===== src/rtl/translayer_merge.sv =====
// rtl/translayer_merge.sv - merges two receive lane FIFOs into one main FIFO with threshold back-pressure
// Optional: define TRANSLAYER_MERGE_RR_EN for round-robin lane arbitration (default: lane 0 fixed priority).
module translayer_merge #(
  parameter int DATA_W     = 6,
  parameter int LANE_DEPTH = 4,
  parameter int MAIN_DEPTH = 8
) (
  input  logic              clk,
  input  logic              reset,
  input  logic              init,
  input  logic [7:0]        UMF,
  input  logic [7:0]        UD,
  input  logic [DATA_W-1:0] data_in_0,
  input  logic [DATA_W-1:0] data_in_1,
  input  logic              push_0,
  input  logic              push_1,
  input  logic              pop_main,
  output logic [DATA_W-1:0] data_out,
  output logic              valid_out,
  output logic              almost_full_0,
  output logic              almost_full_1,
  output logic              main_almost_full,
  output logic              idle_out,
  output logic              active_out,
  output logic              error_out
);
  localparam int LP  = $clog2(LANE_DEPTH);
  localparam int MP  = $clog2(MAIN_DEPTH);
  localparam int LCW = LP + 1;
  localparam int MCW = MP + 1;

  typedef enum logic [2:0] {S_RESET, S_INIT, S_IDLE, S_ACTIVE, S_ERROR} state_t;
  state_t state_q, state_n;

  logic [DATA_W-1:0] lane_mem [2][LANE_DEPTH];
  logic [DATA_W-1:0] main_mem [MAIN_DEPTH];
  logic [LP-1:0]     lane_wp [2];
  logic [LP-1:0]     lane_rp [2];
  logic [LCW-1:0]    lane_cnt [2];
  logic [LCW-1:0]    lane_cnt_n [2];
  logic [MP-1:0]     main_wp, main_rp;
  logic [MCW-1:0]    main_cnt, main_cnt_n;
  logic [7:0]        ud_q, umf_q, ud_clamp, umf_clamp;
  logic [DATA_W-1:0] din [2];
  logic [1:0]        push, full, push_ok, elig, grant;
  logic              run, ovf, xfer, xfer_lane, pop_ok, any_n;

  assign din[0] = data_in_0;
  assign din[1] = data_in_1;
  assign push   = {push_1, push_0};
  assign run    = (state_q == S_IDLE) || (state_q == S_ACTIVE);

  // Out-of-range thresholds fall back to the full depth
  assign ud_clamp  = (UD == 8'd0 || UD > 8'(LANE_DEPTH)) ? 8'(LANE_DEPTH) : UD;
  assign umf_clamp = (UMF == 8'd0 || UMF > 8'(MAIN_DEPTH)) ? 8'(MAIN_DEPTH) : UMF;

  assign almost_full_0    = 8'(lane_cnt[0]) >= ud_q;
  assign almost_full_1    = 8'(lane_cnt[1]) >= ud_q;
  assign main_almost_full = 8'(main_cnt) >= umf_q;
  assign idle_out         = (state_q == S_IDLE);
  assign active_out       = (state_q == S_ACTIVE);
  assign error_out        = (state_q == S_ERROR);

  // A full lane flags overflow even if it is being drained this cycle
  always_comb begin
    full    = '0;
    push_ok = '0;
    elig    = '0;
    for (int i = 0; i < 2; i++) begin
      full[i]    = (lane_cnt[i] == LCW'(LANE_DEPTH));
      push_ok[i] = run && push[i] && !full[i];
      elig[i]    = run && (lane_cnt[i] != '0) && !main_almost_full;
    end
  end
  assign ovf = run && |(push & full);

`ifdef TRANSLAYER_MERGE_RR_EN
  logic last_q;

  always_comb begin
    grant = elig;
    if (elig == 2'b11) grant = last_q ? 2'b01 : 2'b10;
  end

  // Remember which lane was served; reset value makes lane 0 win first
  always_ff @(posedge clk or negedge reset) begin
    if (!reset) last_q <= 1'b1;
    else if (xfer) last_q <= xfer_lane;
  end
`else
  always_comb begin
    grant    = '0;
    grant[0] = elig[0];
    grant[1] = elig[1] & ~elig[0];
  end
`endif

  assign xfer      = |grant;
  assign xfer_lane = grant[1];
  assign pop_ok    = pop_main && (state_q != S_RESET) && (main_cnt != '0);

  always_comb begin
    for (int i = 0; i < 2; i++)
      lane_cnt_n[i] = lane_cnt[i] + LCW'(push_ok[i]) - LCW'(grant[i]);
    main_cnt_n = main_cnt + MCW'(xfer) - MCW'(pop_ok);
    any_n = (lane_cnt_n[0] != '0) || (lane_cnt_n[1] != '0) || (main_cnt_n != '0);
  end

  always_comb begin
    state_n = state_q;
    unique case (state_q)
      S_RESET: state_n = S_INIT;
      S_INIT:  if (!init) state_n = S_IDLE;
      S_IDLE, S_ACTIVE: begin
        if (ovf)        state_n = S_ERROR;
        else if (init)  state_n = S_INIT;
        else if (any_n) state_n = S_ACTIVE;
        else            state_n = S_IDLE;
      end
      S_ERROR: if (init) state_n = S_INIT;
      default: state_n = S_RESET;
    endcase
  end

  always_ff @(posedge clk or negedge reset) begin
    if (!reset) begin
      state_q   <= S_RESET;
      main_wp   <= '0;
      main_rp   <= '0;
      main_cnt  <= '0;
      data_out  <= '0;
      valid_out <= 1'b0;
      ud_q      <= 8'(LANE_DEPTH);
      umf_q     <= 8'(MAIN_DEPTH);
      for (int i = 0; i < 2; i++) begin
        lane_wp[i]  <= '0;
        lane_rp[i]  <= '0;
        lane_cnt[i] <= '0;
      end
    end else begin
      state_q <= state_n;
      for (int i = 0; i < 2; i++) begin
        if (push_ok[i]) lane_wp[i] <= lane_wp[i] + LP'(1);
        if (grant[i])   lane_rp[i] <= lane_rp[i] + LP'(1);
        lane_cnt[i] <= lane_cnt_n[i];
      end
      if (xfer)   main_wp <= main_wp + MP'(1);
      if (pop_ok) begin
        main_rp  <= main_rp + MP'(1);
        data_out <= main_mem[main_rp];
      end
      main_cnt  <= main_cnt_n;
      valid_out <= pop_ok;
      if (state_q == S_INIT) begin
        ud_q  <= ud_clamp;
        umf_q <= umf_clamp;
      end
    end
  end

  always_ff @(posedge clk) begin
    for (int i = 0; i < 2; i++)
      if (push_ok[i]) lane_mem[i][lane_wp[i]] <= din[i];
    if (xfer) main_mem[main_wp] <= lane_mem[xfer_lane][lane_rp[xfer_lane]];
  end
endmodule

===== config.mk =====
export PLATFORM = sky130hd
export DESIGN_NAME = translayer_merge
export DESIGN_NICKNAME = d
export VERILOG_FILES = /design/src/rtl/translayer_merge.sv
export SDC_FILE = /design/constraint.sdc
export NUM_CORES = 1
export LEC_CHECK = 0
export ABC_AREA = 1
export ABC_CLOCK_PERIOD_IN_PS = 3200
export CAP_MARGIN = 15
export CORE_MARGIN = 1
export CORE_UTILIZATION = 45
export CTS_BUF_LIST = sky130_fd_sc_hd__clkbuf_4 sky130_fd_sc_hd__clkbuf_8
export DETAILED_ROUTE_END_ITERATION = 8
export PLACE_DENSITY = 0.76
export SYNTH_ARGS = -nofsm -noshare
export SYNTH_HDL_FRONTEND = slang
export SYNTH_SLANG_ARGS = --single-unit

===== constraint.sdc =====
create_clock -name clk -period 3.2 [get_ports clk]
set_clock_uncertainty 0.2 [all_clocks]
set_input_delay 0.48 -clock clk [delete_from_list [all_inputs] [get_ports clk]]
set_output_delay 0.48 -clock clk [all_outputs]
set_load 0.02 [all_outputs]

==> out/metrics.yaml, run 1 <==
run_status:
  status: "complete, but fails checks"
  violations: "setup timing"
floorplan:
  core_um2: 14500
  fp-row-count: 44
  io_pins: 47
  die_w_um: 124
  dieArea_um2: 15400
  die_h_um: 124
  initial_core_util_pct: 46.0
placed_design:
  port-buffer-count: 46
  dpl.cell_count: 876
  gp_congestion: 0.833
  placed_cell_area_um2: 7430
  dp_hpwl_mm: 9.61
logic_synthesis:
  synthesis.area_um2: 6690
  syn-num-nets: 712
  avgSynthCellArea_um2: 10.3
  synth-seq-cells: 146
  synth_ff_type: "edfxtp_1"
  yosys_warnings: 0
  ys_seq_area_share_pct: 61.8
  synth_common_cells: "nand2_1 (177), edfxtp_1 (96), inv_1 (74)"
  yosysUniqueCellTypes: 36
  synthArstFlopShare_pct: 34.2
  postSynthCellCount: 647
  synth.most_common_cell: "nand2_1"
  synth_edf_count: 96
  synth.largest_area_cell: "edfxtp_1"
  yosysTopAreaCellShare_pct: 43.1
  synth_area_leaders: "edfxtp_1 (43%), dfrtp_1 (18%), nand2_1 (9.9%)"
detailed_routing:
  drtPass1Iterations: 5
  wl_mm: 13.6
  avgRoutedWirePerCell_um: 14.9
  dr_total_vias: 4735
  wl_met3_um: 694
  ant_nets: 0
  first_iter_violations: 335
  drt-met1-wl_mm: 5.79
  routed.top_layer: "met4"
  route.detailed.drc: 0
  routed_via_density: 5.19
  wl_met2_mm: 6.88
critical_path:
  crit_type: "register to register"
  required_ns: 3.33
  crit_fanout: 3
  cp.arrival_ns: 3.36
  r2r_start: "umf_q[3]"
  crit_start: "umf_q[3]"
  cp-end-kind: "register"
  start_kind: "register"
global_route:
  gr-usage-all-layers_pct: 19.7
  grt_overflow: 0
  antenna_found_initial: 0
  grt_pass1_vias: 4708
  grt_first_pass_wirelength_mm: 22.6
  grt_max_degree: 51
clock_network:
  clock_latency_ns: 0.43
  cts.sinks: 146
  cts_buffers: 17
  clk_pin_slew_ns: 0.08
  htreeDepth: 4
  root_buffer: "clkbuf_8"
  tritoncts: "done"
  ctsLongestPathBuffers: 2
hold_path:
  min_from: "umf_q[4]"
  hp-class: "register to register"
sta:
  max_freq_ghz: 0.310
  setup-tns-final_ns: -0.0273
  setup_violations: 1
  fin_crit_sh_pct: 101
  finalCriticalPeriod_ns: 3.23
  slew_viol_final: 0
  setup_slack_ns: -0.0273
  max_slew_margin_pct: 51.4
  grt_setup_unrepaired: "true"
  worstMarginPinSlew_ns: 0.726
  hold_violations: 0
power:
  irDropWorstVdd_v: 0.000561
  leakage_nw: 3.47
  p_per_area_nw_per_um2: 946
cells_and_area:
  num_antenna_cells: 0
  syn2layout_area_growth_pct: 19.3
  final_layout_size_suffix_gt1_share_pct: 12.4
  final_cells: 912
  finalNetCount: 781
  final_area_um2: 7990
  finish.utilization_pct: 54.9
flow_run:
  drv_cap: 0
## worst max-delay path: stages, from the launching register on
cell	delay, ns
dfstp_2	0.53
inv_2	0.04
ha_4	0.27
nand2_4	0.05
nor2_4	0.07
nor2_2	0.04
nand2_1	0.09
nand2_2	0.10
buf_6	0.16
nand3_4	0.06
inv_2	0.05
ha_4	0.25
inv_2	0.03
ha_4	0.15
fa_1	0.47
nor2_1	0.11
nand4_1	0.09
nor2_1	0.10
nand3_1	0.07
nand2_1	0.06
nand2_1	0.04
nand2_1	0.05
nand2_1	0.05
## flip-flops by register name (all words and copies together), names as in the netlist
name / flops
data_out: 6
umf_q: 8
main_mem: 48
lane_cnt: 6
main_cnt: 4
ud_q: 8
lane_mem: 48
main_rp: 3
lane_rp: 4
lane_wp: 4
main_wp: 3
state_q: 3
valid_out: 1
## power by group
group	internal, W	switching, W	total (W)
clock	0.000773	0.000649	0.00142
combinational	0.00118	0.00210	0.00328
sequential	0.00258	0.000263	0.00285
## per-stage QoR
| step | setup slack, ns | hold WS (ns) | total power (W) |
|---|---|---|---|
| 4_1_cts | -0.0170 | 0.111 | 0.00746 |
| 2_1_floorplan | 0.0329 | -0.0156 | 0.00488 |
| 6_report | -0.0273 | 0.269 | 0.00755 |
| 3_3_place_gp | -0.0439 | 0.249 | 0.00577 |
| 3_5_place_dp | -0.101 | 0.255 | 0.00593 |
| 5_1_grt | -0.194 | 0.287 | 0.00812 |
## timing repair
action | 4_1_cts | 5_1_grt
hold buffers | 0 | 1
pin swaps | 15 | 10
gates resized for setup | 14 | 16
setup buffers | 3 | 0
setup endpoints to repair | 2 | 50
hold endpoints to repair | 0 | 20
## layout make-up
class	instances	area [µm²]
Fill cell	1185	6550
Sequential cell	146	4140
Multi-Input combinational cell	404	2280
Timing Repair Buffer	72	668
Inverter	75	282
Clock buffer	19	249
Tap cell	184	230
Clock inverter	12	141
## cells by family (layout without fill, tap and decap cells)
kind of cell / Yosys count / count (layout) / synth area share (%)
AND/OR/NAND/NOR: 293 / 293 / 18.4
adder cells (fa/ha/maj): 31 / 31 / 6.13
XOR/XNOR: 11 / 11 / 1.44
buffers and inverters: 97 / 178 / 6.06
AO/OA/AOI/OAI: 69 / 69 / 6.15
flip-flops: 146 / 146 / 61.8
## layout by cell type (no fill, tap or decap), types with 3 or more instances in the layout
| master | count |
|---|---|
| nand2_1 | 165 |
| edfxtp_1 | 96 |
| inv_1 | 68 |
| nor2_1 | 63 |
| dfrtp_1 | 48 |
| clkdlybuf4s50_1 | 44 |
| o21ai_0 | 37 |
| nand4_1 | 27 |
| buf_4 | 23 |
| ha_1 | 22 |
| clkbuf_8 | 17 |
| nand2_2 | 13 |
| xor2_1 | 9 |
| nand3_1 | 8 |
| o22ai_1 | 8 |
| inv_2 | 7 |
| a21oi_1 | 6 |
| o221ai_1 | 6 |
| o211ai_1 | 6 |
| ha_4 | 5 |
| nor3_1 | 4 |
| clkinv_1 | 4 |
| fa_1 | 3 |
| bufinv_16 | 3 |
| clkinv_4 | 3 |
## path summary, 6_finish.rpt
check                              to  slack, ns  depth (start not counted)
max in group asynchronous    umf_q[3]       1.81                          3
max reg2reg                state_q[0]      -0.03                         22
min in group asynchronous  lane_wp[1]       0.37                          2
max                        state_q[0]      -0.03                         22
min reg2reg                  umf_q[4]       0.27                          2
min                          umf_q[4]       0.27                          2
## metal layers
metal	GRT usage [%]	vias to the layer above
li1	-	2299
met1	24.3	2274
met2	34.1	144
met3	4.53	18
met4	6.40	0
met5	0	-
No activity file was read; power rests on OpenSTA's default activity.
==> inputs of run 2 (changes only) <==
--- a/config.mk
+++ b/config.mk
@@ -13,6 +13,7 @@
 export CTS_BUF_LIST = sky130_fd_sc_hd__clkbuf_4 sky130_fd_sc_hd__clkbuf_8
 export DETAILED_ROUTE_END_ITERATION = 8
 export PLACE_DENSITY = 0.76
+export SETUP_SLACK_MARGIN = 0.2
 export SYNTH_ARGS = -nofsm -noshare
 export SYNTH_HDL_FRONTEND = slang
 export SYNTH_SLANG_ARGS = --single-unit
==> out/metrics.yaml, run 2 (same netlist as run 1, synthesis figures left out) <==
critical_path:
  cp.arrival_ns: 3.37
  cp_slowest_cell: "dfstp_2"
  crit_family: "adder cells"
  cp-end-kind: "register"
  crit_fanout: 4
  required_ns: 3.33
  cp_num_buf_inv: 3
  crit_type: "register to register"
  worst_path_most_repeated_cell: "nand2_1"
  critPathMaxStageDelay_ns: 0.54
  crit_chain: "inv_2 -> ha_4 -> nand2_2 -> nor2_1 -> nor2_1 -> nand2_1 -> nand2_4 -> nand2_4 -> inv_2 -> ha_4 -> inv_2 -> ha_4 -> fa_1 -> nor3_2 -> nand4_1 -> nor2_1 -> nand3_1 -> nand2_1 -> nand2_1 -> nand2_1 -> nand2_1"
  start_kind: "register"
global_route:
  grt_pass1_vias: 4797
  antenna_found_initial: 0
  grt_first_pass_wirelength_mm: 23.0
  gr-usage-all-layers_pct: 19.9
  grt_overflow: 0
  grt_max_degree: 30
power:
  finalPower_w: 0.00793
  comb_power_share_pct: 43.4
  sw_frac_of_total_pct: 40.2
  power.internal_w: 0.00474
  power_frac_seq_pct: 36.0
  leakage_nw: 3.51
  irDropWorstVdd_v: 0.000511
  p_clk_share_pct: 20.6
  p_per_area_nw_per_um2: 982
  switchingPower_w: 0.00319
floorplan:
  core_um2: 14500
  io_pins: 47
  initial_core_util_pct: 46.0
  die_w_um: 124
  fp-row-count: 44
  dieArea_um2: 15400
  die_h_um: 124
sta:
  grt_setup_unrepaired: "true"
  hold_violations: 0
  setup-tns-final_ns: -0.0410
  worstMarginPinSlew_ns: 0.746
  finalCriticalPeriod_ns: 3.24
  fin_crit_sh_pct: 101
  slew_viol_final: 0
  max_slew_margin_pct: 50.1
  setup_violations: 1
  setup_slack_ns: -0.0410
  max_freq_ghz: 0.309
cells_and_area:
  final_cells: 915
  finalNetCount: 783
  final_cell_mix: "nand2_1 (164), edfxtp_1 (96), inv_1 (65)"
  finish.utilization_pct: 55.5
  final_common_cell: "nand2_1"
  num_antenna_cells: 0
  syn2layout_area_growth_pct: 20.6
  num-fill-cells: 1192
  multiInputGateArea_um2: 2290
  seq_area_um2: 4140
  final_layout_size_suffix_gt1_share_pct: 14.1
flow_run:
  drv_cap: 0
detailed_routing:
  ant_nets: 0
  routed_via_density: 5.21
  drtPass1Iterations: 5
  avgRoutedWirePerCell_um: 15.4
  dr_total_vias: 4765
  route.detailed.drc: 0
  first_iter_violations: 413
  wl_mm: 14.1
clock_network:
  clock_latency_ns: 0.45
  cts.sinks: 146
  htreeDepth: 4
  root_buffer: "clkbuf_8"
  tritoncts: "done"
  ctsLongestPathBuffers: 2
  cts_buffers: 17
  clk_pin_slew_ns: 0.09
placed_design:
  dp_hpwl_mm: 9.81
  dpl.cell_count: 875
  port-buffer-count: 46
  gp_congestion: 0.877
run_status:
  status: "complete, but fails checks"
  violations: "setup timing"
hold_path:
  hp-class: "register to register"
[run 2: changes by cell type in the layout (fill, tap and decap cells not counted), moves of 2 or more]
cell             previous run  this run
clkinv_4                    3         1
clkbuf_4                    2         0
nor2_2                      1         3
clkdlybuf4s50_1            44        42
buf_4                      23        27
nand2_4                     2         4
inv_2                       7         9
inv_1                      68        65
inv_6                       0         7
clkinv_1                    4         0
clkinv_2                    2         0
clkinvlp_4                  0         2
[run 2: cell type report]
cell class / instances / area share [%]
multi-input combinational: 404 / 28.4
sequential: 146 / 51.2
clock buffer: 17 / 2.90
timing repair buffer: 74 / 8.42
tap: 184 / 2.85
inverter: 75 / 3.52
clock inverter: 15 / 2.68
[run 2: timing repair]
item,CTS,global route
gates cloned,0,0
endpoints found under the setup margin,34,66
hold buffers,1,0
resized for setup,19,21
buffers inserted,5,2
pin swaps,16,8
endpoints found under the hold margin,24,0
[run 2: per-stage QoR]
stage	hold WS (ns)	instance area (µm²)	worst slack [ns]
finish	0.277	8070	-0.0410
global route	0.313	8070	-0.236
CTS	0.276	8000	-0.0384
detailed placement	0.254	7450	-0.0939
global placement	0.250	7450	-0.0137
floorplan	-0.0156	6740	0.0546
[run 2: worst min-delay path: stages, from the launching register on]
cell	delay, ns
dfrtp_1	0.35
nand2_1	0.06
inv_1	0.04
[run 2: power groups by stage]
stage / Combinational (W) / Sequential, W / Clock, W
after floorplan: 0.00205 / 0.00286 / 0
after global placement: 0.00287 / 0.00286 / 0
after detailed placement: 0.00303 / 0.00288 / 0
after CTS: 0.00322 / 0.00285 / 0.00165
after global routing: 0.00382 / 0.00290 / 0.00173
final: 0.00344 / 0.00285 / 0.00163
[run 2: metal layers]
layer  global-route usage [%]  part of all wire, %
met2                     34.9                   52
met3                     4.58                  4.0
met5                        0                    0
met4                     6.25                  1.2
met1                     24.4                   42
[run 2: path summary, 6_finish.rpt]
| check | from | endpoint | slack, ns | depth (start not counted) |
|---|---|---|---|---|
| max | umf_q[3] | state_q[0] | -0.04 | 21 |
| min | ud_q[6] | ud_q[6] | 0.28 | 2 |
| max reg2reg | umf_q[3] | state_q[0] | -0.04 | 21 |
| min reg2reg | ud_q[6] | ud_q[6] | 0.28 | 2 |
| max in group asynchronous | reset | umf_q[3] | 1.63 | 3 |
| min in group asynchronous | reset | ud_q[4] | 0.36 | 2 |
==> inputs of run 3 (changes only) <==
--- a/config.mk
+++ b/config.mk
@@ -11,6 +11,7 @@
 export CORE_MARGIN = 1
 export CORE_UTILIZATION = 45
 export CTS_BUF_LIST = sky130_fd_sc_hd__clkbuf_4 sky130_fd_sc_hd__clkbuf_8
+export CTS_CLUSTER_DIAMETER = 50
 export DETAILED_ROUTE_END_ITERATION = 8
 export PLACE_DENSITY = 0.76
 export SETUP_SLACK_MARGIN = 0.2
==> results of run 3 <==
No change in the layout: final DEF, timing and power equal those of run 2.
